### src/rtl/slot_ptr_ctrl.sv
// Pointer controller for the 4-slot, one-writer / two-reader packet buffer.
// Turns flags_gen greenflags into slot start/done handshakes and owns all three pointers.
//
// state  | meaning
// W_IDLE | writer has no slot; wr_start accepted when wr_greenflag is high
// W_FILL | writer owns slot wr_slot; wr_done commits, wr_abort discards
// R_IDLE | reader has no slot; rd_start_x accepted when rd_greenflag_x is high
// R_BUSY | reader owns slot rd_slot_x until rd_done_x releases it
module slot_ptr_ctrl #(
    parameter int CNT_W = 16
) (
    input  logic             clk,
    input  logic             rst,
    input  logic             wr_greenflag,
    input  logic             rd_greenflag_1,
    input  logic             rd_greenflag_0,
    input  logic             wr_start,
    input  logic             wr_done,
    input  logic             wr_abort,
    input  logic             rd_start_1,
    input  logic             rd_start_0,
    input  logic             rd_done_1,
    input  logic             rd_done_0,
    output logic [2:0]       wr_ptr_tribit,
    output logic [2:0]       rd_ptr_tribit_1,
    output logic [2:0]       rd_ptr_tribit_0,
    output logic [1:0]       wr_slot,
    output logic [1:0]       rd_slot_1,
    output logic [1:0]       rd_slot_0,
    output logic             wr_ready,
    output logic             rd_valid_1,
    output logic             rd_valid_0,
    output logic             wr_busy,
    output logic             rd_busy_1,
    output logic             rd_busy_0,
    output logic [CNT_W-1:0] wr_reject_cnt
);

    typedef enum logic {W_IDLE, W_FILL} wr_state_t;
    typedef enum logic {R_IDLE, R_BUSY} rd_state_t;

    wr_state_t        wr_state_q, wr_state_d;
    logic [2:0]       wr_ptr_q, wr_ptr_d;
    logic [CNT_W-1:0] rej_q, rej_d;

    rd_state_t        rd_state_q [2];
    rd_state_t        rd_state_d [2];
    logic [2:0]       rd_ptr_q [2];
    logic [2:0]       rd_ptr_d [2];

    logic [1:0]       rd_gf, rd_start, rd_done, rd_valid;

    // Index 1 is reader 1, index 0 is reader 0.
    assign rd_gf    = {rd_greenflag_1, rd_greenflag_0};
    assign rd_start = {rd_start_1, rd_start_0};
    assign rd_done  = {rd_done_1, rd_done_0};

    always_ff @(posedge clk or posedge rst) begin
        if (rst) begin
            wr_state_q <= W_IDLE;
            wr_ptr_q   <= '0;
            rej_q      <= '0;
            for (int i = 0; i < 2; i++) begin
                rd_state_q[i] <= R_IDLE;
                rd_ptr_q[i]   <= '0;
            end
        end else begin
            wr_state_q <= wr_state_d;
            wr_ptr_q   <= wr_ptr_d;
            rej_q      <= rej_d;
            for (int i = 0; i < 2; i++) begin
                rd_state_q[i] <= rd_state_d[i];
                rd_ptr_q[i]   <= rd_ptr_d[i];
            end
        end
    end

    always_comb begin
        wr_state_d = wr_state_q;
        wr_ptr_d   = wr_ptr_q;
        rej_d      = rej_q;
        wr_ready   = wr_greenflag && (wr_state_q == W_IDLE);
        case (wr_state_q)
            W_IDLE: begin
                if (wr_start) begin
                    if (wr_ready) begin
                        wr_state_d = W_FILL;
                    end else if (rej_q != {CNT_W{1'b1}}) begin
                        rej_d = rej_q + CNT_W'(1);
                    end
                end
            end
            W_FILL: begin
                // Commit has priority over abort when both arrive together.
                if (wr_done) begin
                    wr_ptr_d   = wr_ptr_q + 3'd1;
                    wr_state_d = W_IDLE;
                end else if (wr_abort) begin
                    wr_state_d = W_IDLE;
                end
            end
            default: wr_state_d = W_IDLE;
        endcase
    end

    always_comb begin
        for (int i = 0; i < 2; i++) begin
            rd_state_d[i] = rd_state_q[i];
            rd_ptr_d[i]   = rd_ptr_q[i];
            rd_valid[i]   = rd_gf[i] && (rd_state_q[i] == R_IDLE);
            case (rd_state_q[i])
                R_IDLE: if (rd_start[i] && rd_valid[i]) rd_state_d[i] = R_BUSY;
                R_BUSY: begin
                    if (rd_done[i]) begin
                        rd_ptr_d[i]   = rd_ptr_q[i] + 3'd1;
                        rd_state_d[i] = R_IDLE;
                    end
                end
                default: rd_state_d[i] = R_IDLE;
            endcase
        end
    end

    assign wr_ptr_tribit   = wr_ptr_q;
    assign rd_ptr_tribit_1 = rd_ptr_q[1];
    assign rd_ptr_tribit_0 = rd_ptr_q[0];
    assign wr_slot         = wr_ptr_q[1:0];
    assign rd_slot_1       = rd_ptr_q[1][1:0];
    assign rd_slot_0       = rd_ptr_q[0][1:0];
    assign rd_valid_1      = rd_valid[1];
    assign rd_valid_0      = rd_valid[0];
    assign wr_busy         = (wr_state_q == W_FILL);
    assign rd_busy_1       = (rd_state_q[1] == R_BUSY);
    assign rd_busy_0       = (rd_state_q[0] == R_BUSY);
    assign wr_reject_cnt   = rej_q;

endmodule

### config.mk
export PLATFORM = sky130hd
export DESIGN_NAME = slot_ptr_ctrl
export DESIGN_NICKNAME = d
export VERILOG_FILES = /design/src/rtl/slot_ptr_ctrl.sv
export SDC_FILE = /design/constraint.sdc
export NUM_CORES = 1
export LEC_CHECK = 0
export CAP_MARGIN = 10
export CORE_AREA = 4 4 73 75
export DETAILED_ROUTE_END_ITERATION = 7
export DIE_AREA = 0 0 77 79
export SLEW_MARGIN = 20
export SYNTH_ARGS = -nofsm -noshare
export SYNTH_HDL_FRONTEND = slang
export SYNTH_SLANG_ARGS = --single-unit
### constraint.sdc
create_clock -name clk -period 2.5 [get_ports clk]
set_input_delay 0.5 -clock clk [delete_from_list [all_inputs] [get_ports clk]]
set_output_delay 0.5 -clock clk [all_outputs]
set_load 0.02 [all_outputs]
==> reports/metrics.yaml <==
placed_design:
  gp_congestion: 0.753
  io_buffers: 48
  dpl.hpwl_um: 2340
synthesis:
  synth_area_um2: 1380
  synth_area_leaders: "dfrtp_1, xnor2_1, nand4_1"
  synth_edf_count: 0
  synth_warnings: 0
  syn_inst: 120
  async_reset_ff_frac: 1.00
  syn-num-nets: 136
  synth.distinct_cells: 32
  synth_common_cells: "dfrtp_1, xnor2_1, nand3_1, nand4_1, buf_4"
  synth_most_common_cell: "dfrtp_1"
  synth_top_cell_area_share: 0.506
  syn_avg_cell_area_um2: 11.5
  yosys_register_bits: 28
  synthDominantAreaCellType: "dfrtp_1"
  ys_seq_area_frac: 0.506
  synth_flop_cell: "dfrtp_1"
timing:
  rsz0062_at_grt: "false"
  setup_tns_ns: 0
  finalCritPeriodShare: 0.928
  hold_viol: 0
  relSlewSlack: 0.686
  holdWs_ns: 0.478
  fin_crit_ns: 2.32
  worst_pin_slew_ns: 0.470
  setup_viol: 0
  fmaxAchievable_mhz: 431
  skew_ns: 0.00372
  slew_viol_final: 0
clock_tree:
  cts_resized: 0
  cts_tree: "built"
  clockRootBuffer: "clkbuf_8"
  clock_path_buffers: 2
  numCtsBuffers: 3
  clock_latency_ns: 0.27
  cts_sinks: 28
  post_cts_buffers: 0
  hold_buffers: 0
  path_clk_slew_ns: 0.09
  htreeDepth: 1
final_layout:
  layout-drive-gt1-share: 0.0778
  seqCellArea_um2: 701
  multiInputGateArea_um2: 612
  syn_to_final_growth_pct: 41.8
  fill_cells: 438
  n_antenna_cell: 0
  fin_nets: 184
grt:
  grt_util_met2: 0.179
  track_usage: 0.0977
  grt_max_degree: 29
  top_usage_layer: "met2"
  grt_overflow: 0
  globalRouteMet1Util: 0.109
  grt_use_met3: 0.0238
  grt_pass1_vias: 1071
  grt_pass1_wl_um: 4860
  antenna_found_initial: 0
die:
  num_rows: 25
  io_pins: 49
  die_w_um: 77
  die_h_um: 79
  die_area_um2: 6080
  start_util: 0.297
  core_um2: 4660
drt:
  drt-total-wl_um: 3000
  wl_per_cell_um: 13.6
  first_pass_iters: 4
  drc_errors: 0
  vias: 1057
  ant_nets: 0
  post_drt_via_cell_ratio: 4.78
  first_iter_violations: 40
power:
  netSwitchingFraction: 0.351
  comb_power_share: 0.433
  ir_drop_mv: 0.366
  power_frac_seq: 0.380
  p_sw_uw: 657
  leakagePower_nw: 0.801
  clockPowerShare: 0.187
  p_int_mw: 1.22
  powerDensity_nw_per_um2: 954
setup_path:
  crit_required_ns: 2.00
  cp_max_fo: 3
  critPathCaptureType: "output pin"
  crit_type: "in -> out"
  critPathArrivalTime_ns: 1.82
  start_kind: "input port"
  r2r-start: "wr_reject_cnt[0]$_DFFE_PP0P_"
  crit_start: "wr_greenflag"
job:
  max_cap_viol_count: 0
status:
  outcome: "complete, no violations"
worst_hold_path:
  worstHoldPathType: "reg -> reg"
  min_from: "wr_ptr_tribit[2]$_DFFE_PP0P_"
-- path summary, 6_finish.rpt --
check,depth (start not counted),slack (ns),to
min,1,0.48,wr_ptr_tribit[2]$_DFFE_PP0P_
max,3,0.18,wr_ready
max in group asynchronous,3,1.65,wr_reject_cnt[1]$_DFFE_PP0P_
min in group asynchronous,3,0.58,rd_ptr_tribit_0[0]$_DFFE_PP0P_
max reg2reg,5,0.42,wr_reject_cnt[1]$_DFFE_PP0P_
min reg2reg,1,0.48,wr_ptr_tribit[2]$_DFFE_PP0P_
-- metal layers --
layer | vias up | share of wire
met4 | 0 | 0.018
met1 | 504 | 0.42
met3 | 5 | 0.058
met2 | 34 | 0.50
met5 | - | 0
li1 | 514 | -
-- layout make-up --
class / instances / share of cell area
flip-flops and latches: 28 / 0.357
well taps: 54 / 0.0344
repair buffers: 50 / 0.253
clock inverters: 1 / 0.0153
multi-input cells: 81 / 0.312
inverters: 4 / 0.00765
clock buffers: 3 / 0.0210
-- placed cells by master (no fill, tap or decap), types with 2 or more instances in the layout --
master / count
nand3_1: 11
nor2b_1: 4
a22o_1: 2
xnor2_1: 18
xor2_1: 2
nand4_1: 9
and3_1: 2
clkbuf_8: 3
buf_4: 2
dfrtp_1: 28
inv_1: 4
nor3_1: 3
nand2_1: 5
clkdlybuf4s50_1: 48
mux2_1: 3
nor2_1: 2
ha_1: 4
-- power groups by stage --
stage | clock (mW) | sequential, mW | combinational, mW
final | 0.350 | 0.712 | 0.810
after global routing | 0.388 | 0.741 | 0.863
after CTS | 0.370 | 0.716 | 0.825
after detailed placement | 0 | 0.725 | 0.821
after global placement | 0 | 0.713 | 0.812
after floorplan | 0 | 0.850 | 0.331
-- stage by stage --
stage,util,cells,cell area [µm²],power [mW],setup slack [ns]
5_1_grt,0.421,221,1960,1.99,0.113
3_3_place_gp,0.406,217,1890,1.52,0.192
4_1_cts,0.421,221,1960,1.91,0.165
6_report,0.421,221,1960,1.87,0.180
2_1_floorplan,-,120,1380,1.18,0.492
3_5_place_dp,0.406,217,1890,1.55,0.165
-- logic make-up (layout without fill, tap and decap cells) --
group                    after synthesis  after routing  synth area share
AO/OA/AOI/OAI                          6              6            0.0335
AND/OR/NAND/NOR                       47             47             0.211
buffers and inverters                 11             58            0.0515
XOR/XNOR                              20             20             0.127
adder cells (fa/ha/maj)                4              4            0.0362
multiplexers                           4              4            0.0353
flip-flops                            28             28             0.506
-- state kept, by name, summed over array words and instances (netlist names) --
register and cells:
rd_busy_0 1, wr_busy 1, rd_busy_1 1, rd_ptr_tribit_0 3, rd_ptr_tribit_1 3, wr_reject_cnt 16, wr_ptr_tribit 3
-- worst max-delay path, stage by stage --
cell	delay, ns
clkdlybuf4s50_1	0.51
nor2b_1	0.18
clkdlybuf4s50_1	0.63
No activity file was read; power rests on OpenSTA's default activity.
